--- src/rtl/intc_sched.sv ---
//==============================================================================
// Module   : intc_sched
// Brief    : Four-source interrupt scheduler. Synchronizes and latches I/O
//            requests, arbitrates by priority and mask, and sequences one
//            service at a time through a req/ack/fin handshake with the UC.
//            Optional macro INTC_PRIO_ROTATE_EN selects round-robin priority.
// Revision : 1.0 - initial release
//==============================================================================
`default_nettype none

module intc_sched #(
    parameter int              PC_W      = 10,
    parameter logic [PC_W-1:0] VEC_BASE  = PC_W'('h3F0),
    parameter int              VEC_SHIFT = 2
) (
    input  logic            clk,
    input  logic            reset,
    input  logic [3:0]      irq,
    input  logic            mask_we,
    input  logic [3:0]      mask_d,
    input  logic            ack,
    input  logic            fin,
    output logic            int_req,
    output logic            int_active,
    output logic [PC_W-1:0] vector,
    output logic [1:0]      cur_id,
    output logic [3:0]      pending,
    output logic [3:0]      mask
);

    typedef enum logic [1:0] {
        ST_IDLE = 2'd0,
        ST_REQ  = 2'd1,
        ST_SERV = 2'd2
    } state_t;

    state_t          r_state;
    logic [3:0]      r_sync1;
    logic [3:0]      r_sync2;
    logic [3:0]      r_prev;
    logic [3:0]      r_pending;
    logic [3:0]      r_mask;
    logic [1:0]      r_cur_id;
    logic            r_int_req;
    logic            r_int_active;
    logic [PC_W-1:0] r_vector;
`ifdef INTC_PRIO_ROTATE_EN
    logic [1:0]      r_rp;
`endif

    logic [3:0]      w_rise;
    logic [3:0]      w_eligible;
    logic [3:0]      w_clr;
    logic [1:0]      w_win_id;
    logic [PC_W-1:0] w_win_vec;

    assign w_rise     = r_sync2 & ~r_prev;
    assign w_eligible = r_pending & ~r_mask;
    assign w_clr      = (r_state == ST_REQ && ack) ? (4'b0001 << r_cur_id) : 4'b0000;
    assign w_win_vec  = VEC_BASE + (PC_W'(w_win_id) << VEC_SHIFT);

    // Descending scan so the highest-priority eligible source is written last.
    always_comb begin
        w_win_id = 2'd0;
`ifdef INTC_PRIO_ROTATE_EN
        for (int k = 3; k >= 0; k--) begin
            if (w_eligible[r_rp + 2'(k)]) begin
                w_win_id = r_rp + 2'(k);
            end
        end
`else
        for (int k = 3; k >= 0; k--) begin
            if (w_eligible[k]) begin
                w_win_id = 2'(k);
            end
        end
`endif
    end

    // Capture path; a new edge on the bit being acknowledged keeps it pending.
    always_ff @(posedge clk or negedge reset) begin
        if (!reset) begin
            r_sync1   <= 4'b0000;
            r_sync2   <= 4'b0000;
            r_prev    <= 4'b0000;
            r_pending <= 4'b0000;
            r_mask    <= 4'b0000;
        end else begin
            r_sync1   <= irq;
            r_sync2   <= r_sync1;
            r_prev    <= r_sync2;
            r_pending <= (r_pending & ~w_clr) | w_rise;
            if (mask_we) begin
                r_mask <= mask_d;
            end
        end
    end

    always_ff @(posedge clk or negedge reset) begin
        if (!reset) begin
            r_state      <= ST_IDLE;
            r_cur_id     <= 2'd0;
            r_int_req    <= 1'b0;
            r_int_active <= 1'b0;
            r_vector     <= VEC_BASE;
`ifdef INTC_PRIO_ROTATE_EN
            r_rp         <= 2'd0;
`endif
        end else begin
            case (r_state)
                ST_IDLE: begin
                    if (|w_eligible) begin
                        r_state   <= ST_REQ;
                        r_int_req <= 1'b1;
                        r_cur_id  <= w_win_id;
                        r_vector  <= w_win_vec;
                    end
                end
                ST_REQ: begin
                    if (ack) begin
                        r_state      <= ST_SERV;
                        r_int_req    <= 1'b0;
                        r_int_active <= 1'b1;
`ifdef INTC_PRIO_ROTATE_EN
                        r_rp         <= r_cur_id + 2'd1;
`endif
                    end
                end
                ST_SERV: begin
                    if (fin) begin
                        r_state      <= ST_IDLE;
                        r_int_active <= 1'b0;
                    end
                end
                default: begin
                    r_state      <= ST_IDLE;
                    r_int_req    <= 1'b0;
                    r_int_active <= 1'b0;
                end
            endcase
        end
    end

    assign int_req    = r_int_req;
    assign int_active = r_int_active;
    assign vector     = r_vector;
    assign cur_id     = r_cur_id;
    assign pending    = r_pending;
    assign mask       = r_mask;

endmodule

`default_nettype wire

--- config.mk ---
export PLATFORM = sky130hd
export DESIGN_NAME = intc_sched
export DESIGN_NICKNAME = d
export VERILOG_FILES = /design/src/rtl/intc_sched.sv
export SDC_FILE = /design/constraint.sdc
export NUM_CORES = 1
export LEC_CHECK = 0
export CAP_MARGIN = 25
export CORE_ASPECT_RATIO = 0.7
export CORE_UTILIZATION = 35
export CTS_CLUSTER_SIZE = 25
export DETAILED_ROUTE_END_ITERATION = 8
export GPL_ROUTABILITY_DRIVEN = 0
export PLACE_DENSITY = 0.74
export SYNTH_ARGS = -nofsm -noshare
export SYNTH_HDL_FRONTEND = slang
export SYNTH_SLANG_ARGS = --single-unit
export TNS_END_PERCENT = 1
--- constraint.sdc ---
create_clock -name clk -period 1.3 [get_ports clk]
set_clock_uncertainty 0.15 [all_clocks]
set_input_delay 0.195 -clock clk [delete_from_list [all_inputs] [get_ports clk]]
set_output_delay 0.195 -clock clk [all_outputs]
set_load 0.1 [all_outputs]
# Word level (Yosys, flattened, before mapping)
# Cells that the tools add are included.
[totals]
regBits = 36
[classes]
bitwise_logic = 9
shift = 1
reduce_logical = 7
n_mux = 15
add_sub_neg = 1
n_eq_ne = 5
[ops]
columns = ["cell", "n"]
rows = [
  ["2-bit two-way mux", 7],
  ["4-bit bitwise AND", 3],
  ["4-bit inverter", 3],
  ["3-bit AND reduction", 3],
  ["5-bit by 5-bit adder with 6-bit output, first input constant", 1],
  ["2-bit inequality test, second input constant", 3],
  ["1-bit one-hot mux with 3 select lines", 2],
  ["2-bit one-hot mux with 3 select lines", 1],
  ["1-bit two-way mux", 4],
  ["4-bit two-way mux", 1],
  ["4-bit OR", 1],
  ["4-bit OR reduction", 1],
  ["1-bit by 2-bit left shift with 4-bit output, first input constant", 1],
  ["2-bit by 1-bit == test with 1-bit output, second input constant", 1],
  ["2-bit == test, second input constant", 1],
  ["2-bit logical NOT", 1],
  ["1-bit inverter", 2],
  ["2-bit AND reduction", 1],
  ["1-bit logical AND", 1],
]

# Logic depth before layout (Yosys ltp)
# Gate-level depths: netlist of the first run.
[logic_depth]
word_depth = 7
ltp_mapped = 3
depth_no_buf = 3

# Least setup slack after synthesis of the first run
# OpenSTA, ideal clock, no wires.
[synth_path]
path_type = "register to register"
startpoint = "register r_mask[3], in the netlist mask[3]"
endpoint = "register r_state[0]"
stages_incl_launch_ff = 4
setup_ns = 0.135
setup_slack_ns = -0.540
arrival_ns = 1.555
path_cell_list = "dfrtp_1 -> nor2b_1 -> o41ai_2 -> o21ai_1"
[synth_via]
elab_chain_len = 5
[synth_lines]
columns = ["item", "line", "source"]
rows = [
  ["from (decl)", "42", "logic [3:0] r_mask;"],
  ["from (signal assigned)", "94", "r_mask <= mask_d;"],
  ["4-bit inverter", "58", "assign w_eligible = r_pending & ~r_mask;"],
  ["4-bit bitwise AND", "58", ""],
  ["4-bit OR reduction", "112", "if (|w_eligible) begin"],
  ["2-bit inequality test (no line)", "n/a", ""],
  ["3-bit AND reduction (no line)", "n/a", ""],
  ["to (signal assigned)", "113", "r_state <= ST_REQ;"],
  ["to (signal assigned)", "121", "r_state <= ST_SERV;"],
  ["to (signal assigned)", "131", "r_state <= ST_IDLE;"],
  ["to (decl)", "37", "state_t r_state;"],
]
# Every way passes these cells.
# A chain may end at the register's enable or synchronous reset.

# Worst setup path after layout of the first run
[layout_path]
startpoint = "register r_pending[3], in the netlist pending[3]"
endpoint = "output port pending[3]"
[layout_lines]
columns = ["item", "line", "source"]
rows = [
  ["from (decl)", "41", "logic [3:0] r_pending;"],
  ["from (signal assigned)", "92", "r_pending <= (r_pending & ~w_clr) | w_rise;"],
  ["to (decl)", "27", "output logic [3:0] pending,"],
]
# No word-level cell between the ends.

==> metrics.txt, run 1 <==
die area=0.00308 mm^2; total global-route track usage=0.147; Setup-failing EPs final=10; Post-synth top flop=dfrtp_1; RR Endpoint=r_state[0]; Finished Layout Cells=151; synthesized area=0.00100 mm^2; crit path capture type=output port; wire per inst=12.4 um; 1st-pass router iterations=2; # fillers=189; CTS max path bufs=2; Ys Warns=0; RSZ-0062 raised after global routing=true; global route total overflow=0; crit path DAT=1.04 ns; Required @ worst endpoint=0.95 ns; Diodes inserted=0; Crit. Startpoint=pending[3]; first-pass GRT wire length=3150 um; starting density of the core=0.387; H-tree depth reported by CTS=1; R2R Setup Slk=-0.07 ns; Post-synth EDFFs=0; number of global-route vias before repair=671; failing checks=setup timing; Cells after Synth=82; Routed Antenna Nets=0; async set-reset flop share out of synthesis=1.00; Routed Wire Length=1870 um; Hold Crit Class=primary input to asynchronous set/reset pin; worst skew pair latency=0.27 ns; Fmax=720 MHz; post-route setup slack=-0.0896 ns; Residual DRC=0; max-slew violation count=0; Die Y=46.8 um; Setup crit end=pending[3]; final net count=131; vias=684; initial DRC count=23; Max Cap Viol=0; hold buffers post-CTS=0; Seq. cell area=671 um^2; Layout area overhead=60.1%; final hold violation count=0; io pins=35; post-DR vias/cell=4.53; # rows=15; Hold WS=0.116 ns; Inst Count DP=146; R2R depth=3; Die X=66.0 um; CTS root buf=clkbuf_8; synthesized area per cell=12.2 um^2; Worst-path clk slew=0.09 ns; share of cells above drive strength 1=0.410; core area=0.00259 mm^2; min Tclk post-route=1.39 ns; critical-path maximum fanout=2; Yosys reg bits=26; Sink Count=26; area occupied by multi-input gates=294 um^2; initial antenna violation count=0; cts bufs inserted=3; Distinct cells, synth=19; Seq/Total Area, Yosys=0.649; CTS tree=yes; IO buf count=26; Reg-to-Reg Start=pending[2]; Final Cycle Share=1.07; largest net degree at the start of global routing=27; crit start category=flop; critical path class=flop to output port; Place WS=-0.212 ns; outcome=finished, violations left
[area by class of cell]
class | instances | share of cell area
Tap cell | 34 | 0.0265
Clock inverter | 1 | 0.0187
Multi-Input combinational cell | 46 | 0.183
Inverter | 6 | 0.0140
Sequential cell | 26 | 0.418
Clock buffer | 3 | 0.0257
Timing Repair Buffer | 35 | 0.314
[placed cells by master, fill, tap and decap left out, types with 3 or more instances in the layout]
cell type,n
conb_1,8
o21ai_0,8
clkdlybuf4s50_1,12
inv_1,6
buf_6,6
clkbuf_8,3
o21ai_1,4
nand2_1,5
dfrtp_2,10
buf_12,15
dfrtp_1,14
mux2_2,4
[Yosys cell counts (2+ instances only)]
cell type | number | area [um^2]
dfrtp_1 | 26 | 651
o41ai_1 | 2 | 17.5
nor2b_1 | 4 | 25.0
nand2_1 | 5 | 18.8
conb_1 | 2 | 7.51
o21ai_0 | 9 | 45.0
a21oi_1 | 2 | 10.0
mux2_2 | 4 | 45.0
o21ai_1 | 3 | 15.0
buf_4 | 10 | 75.1
nand2b_1 | 2 | 12.5
inv_1 | 6 | 22.5
[routing by layer]
layer,up-vias,track usage,share of wire
li1,327,-,-
met1,322,0.168,0.40
met2,29,0.247,0.51
met3,6,0.0534,0.064
met4,0,0.0851,0.030
met5,-,0,0
[repair_timing]
action                                  in CTS  in global routing
gates cloned                                 0                  0
buffers inserted                             1                  0
resized for setup                            8                  2
pin swaps                                    1                  1
endpoints found under the setup margin      12                 12
[registers in the layout, indices dropped and copies added (netlist names)]
name and cells:
pending 4, int_req 1, r_sync1 4, r_prev 4, r_sync2 4, r_state 2
int_active 1, mask 4, cur_id 2
[how the worst min path moves through the flow]
stage                from         end  slack (ns)  cells past startpoint
2_1_floorplan       reset   cur_id[0]       -0.25                      0
3_3_place_gp   r_sync1[3]  r_sync2[3]        0.18                      0
3_5_place_dp   r_sync1[3]  r_sync2[3]        0.19                      0
4_1_cts             reset  r_sync1[0]        0.12                      2
5_1_grt             reset  r_sync1[1]        0.13                      2
6_report            reset  r_sync1[0]        0.12                      2
[worst max-delay path, cell delays in order (launching register included)]
cell and delay, ns:
dfrtp_4 0.49, buf_6 0.13, buf_12 0.15
[metrics by stage]
stage	util	TNS, ns	cell area, um^2
5_1_grt	0.619	-0.856	1600
2_1_floorplan	-	-1.24	1060
3_5_place_dp	0.578	-0.987	1500
3_3_place_gp	0.578	-0.733	1500
4_1_cts	0.618	-0.579	1600
6_report	0.619	-0.566	1600
[cell families after synthesis]
kind of cell | count (synthesis) | synth area share
simple gates | 14 | 0.0749
other cells | 2 | 0.00749
flops | 26 | 0.649
buf+inv | 16 | 0.0974
mux | 4 | 0.0449
compound gates | 20 | 0.126
Power of run 1 is left out: the tool's default activity adds up to more than one toggle a clock period on the data nets, which glitch-free logic cannot reach.
==> run 2, diff against run 1 <==
CORE_UTILIZATION = 43   (was 35)
PLACE_DENSITY = 0.86   (was 0.74)
==> metrics.txt, run 2 (synthesis gave the netlist of run 1 again) <==
Hold Crit Class=primary input to asynchronous set/reset pin; crit start category=flop; outcome=finished, violations left; initial DRC count=31; IO buf count=26; hold buffers post-CTS=0; Setup-failing EPs final=15; Fmax=682 MHz; CTS max path bufs=2; global route total overflow=0; post-DR vias/cell=5.07; cts bufs inserted=3; post-route cell area=0.00159 mm^2; CTS tree=yes; CP Cell Sequence=buf_6 > buf_12; Place WS=-0.166 ns; CP top delay family=flip-flops; commonest non-fill, non-tap cell in the layout=buf_12; Hold WS=0.0525 ns; total global-route track usage=0.201; Final Cycle Share=1.13; Die Y=42.4 um; number of global-route vias before repair=751; Crit path largest cell delay=0.51 ns; most frequent cells in the layout=15 x buf_12, 14 x dfrtp_1, 12 x clkdlybuf4s50_1, 10 x dfrtp_2, 8 x conb_1; worst skew pair latency=0.32 ns; Layout area overhead=58.9%; hpwl dp=1470 um; final net count=132; # rows=14; max-slew violation count=0; Routed Wire Length=2170 um; die area=0.00253 mm^2; H-tree depth reported by CTS=1; RSZ-0062 raised after global routing=true; starting density of the core=0.461; initial antenna violation count=0; wire per inst=14.5 um; crit path DAT=1.12 ns; buffers and inverters on the worst path=2; Crit-path slowest cell=dfrtp_4; Sink Count=26; # fillers=129; placed standard-cell area=0.00150 mm^2; core area=0.00217 mm^2; io pins=35; largest net degree at the start of global routing=27; share of cells above drive strength 1=0.415; Required @ worst endpoint=0.95 ns; vias=761; failing checks=setup timing; Residual DRC=0; first-pass GRT wire length=3610 um; crit path capture type=output port; critical path class=flop to output port; Routed Antenna Nets=0; min Tclk post-route=1.47 ns; final hold violation count=0; Die X=59.7 um; post-route setup slack=-0.167 ns; Diodes inserted=0; 1st-pass router iterations=4; CTS root buf=clkbuf_4; critical-path maximum fanout=2; Worst-path clk slew=0.14 ns; Max Cap Viol=0
run 2: final timing paths:
check / from / end / slack [ns] / cells past startpoint
worst min register to register: r_sync1[2] / r_sync2[2] / 0.22 / 0
min in group clk: irq[1] / r_sync1[1] / 0.14 / 1
worst min-delay path: reset / int_req / 0.05 / 2
worst max register to register: pending[3] / r_state[0] / -0.10 / 3
worst max-delay path: pending[2] / pending[2] / -0.17 / 2
max in group asynchronous: reset / pending[1] / 0.78 / 2
run 2: layout make-up:
| cell class | count | area (um^2) | share of cell area |
|---|---|---|---|
| Sequential cell | 26 | 671 | 0.421 |
| Timing Repair Buffer | 36 | 510 | 0.321 |
| Multi-Input combinational cell | 46 | 297 | 0.186 |
| Tap cell | 32 | 40.0 | 0.0251 |
| Clock inverter | 1 | 30.0 | 0.0189 |
| Clock buffer | 3 | 22.5 | 0.0141 |
| Inverter | 6 | 22.5 | 0.0141 |
run 2: layer usage:
layer,up-vias,share of wire,track usage
met4,0,0.020,0.0651
met3,7,0.10,0.0648
met2,54,0.46,0.307
met1,370,0.42,0.271
li1,330,-,-
met5,-,0,0
run 2: what timing repair did:
action                                 4_1_cts  5_1_grt
pin swaps                                    1        0
endpoints found under the hold margin        0        0
gates resized for setup                      8        4
setup buffers                                0        1
setup endpoints to repair                   17       21
run 2: stage by stage:
stage,cells,setup TNS (ns),util
floorplan,88,-1.24,-
global placement,145,-0.800,0.692
detailed placement,145,-1.05,0.692
CTS,149,-1.36,0.729
global route,150,-2.03,0.733
finish,150,-1.29,0.733
Power of run 2 is left out for the same reason.
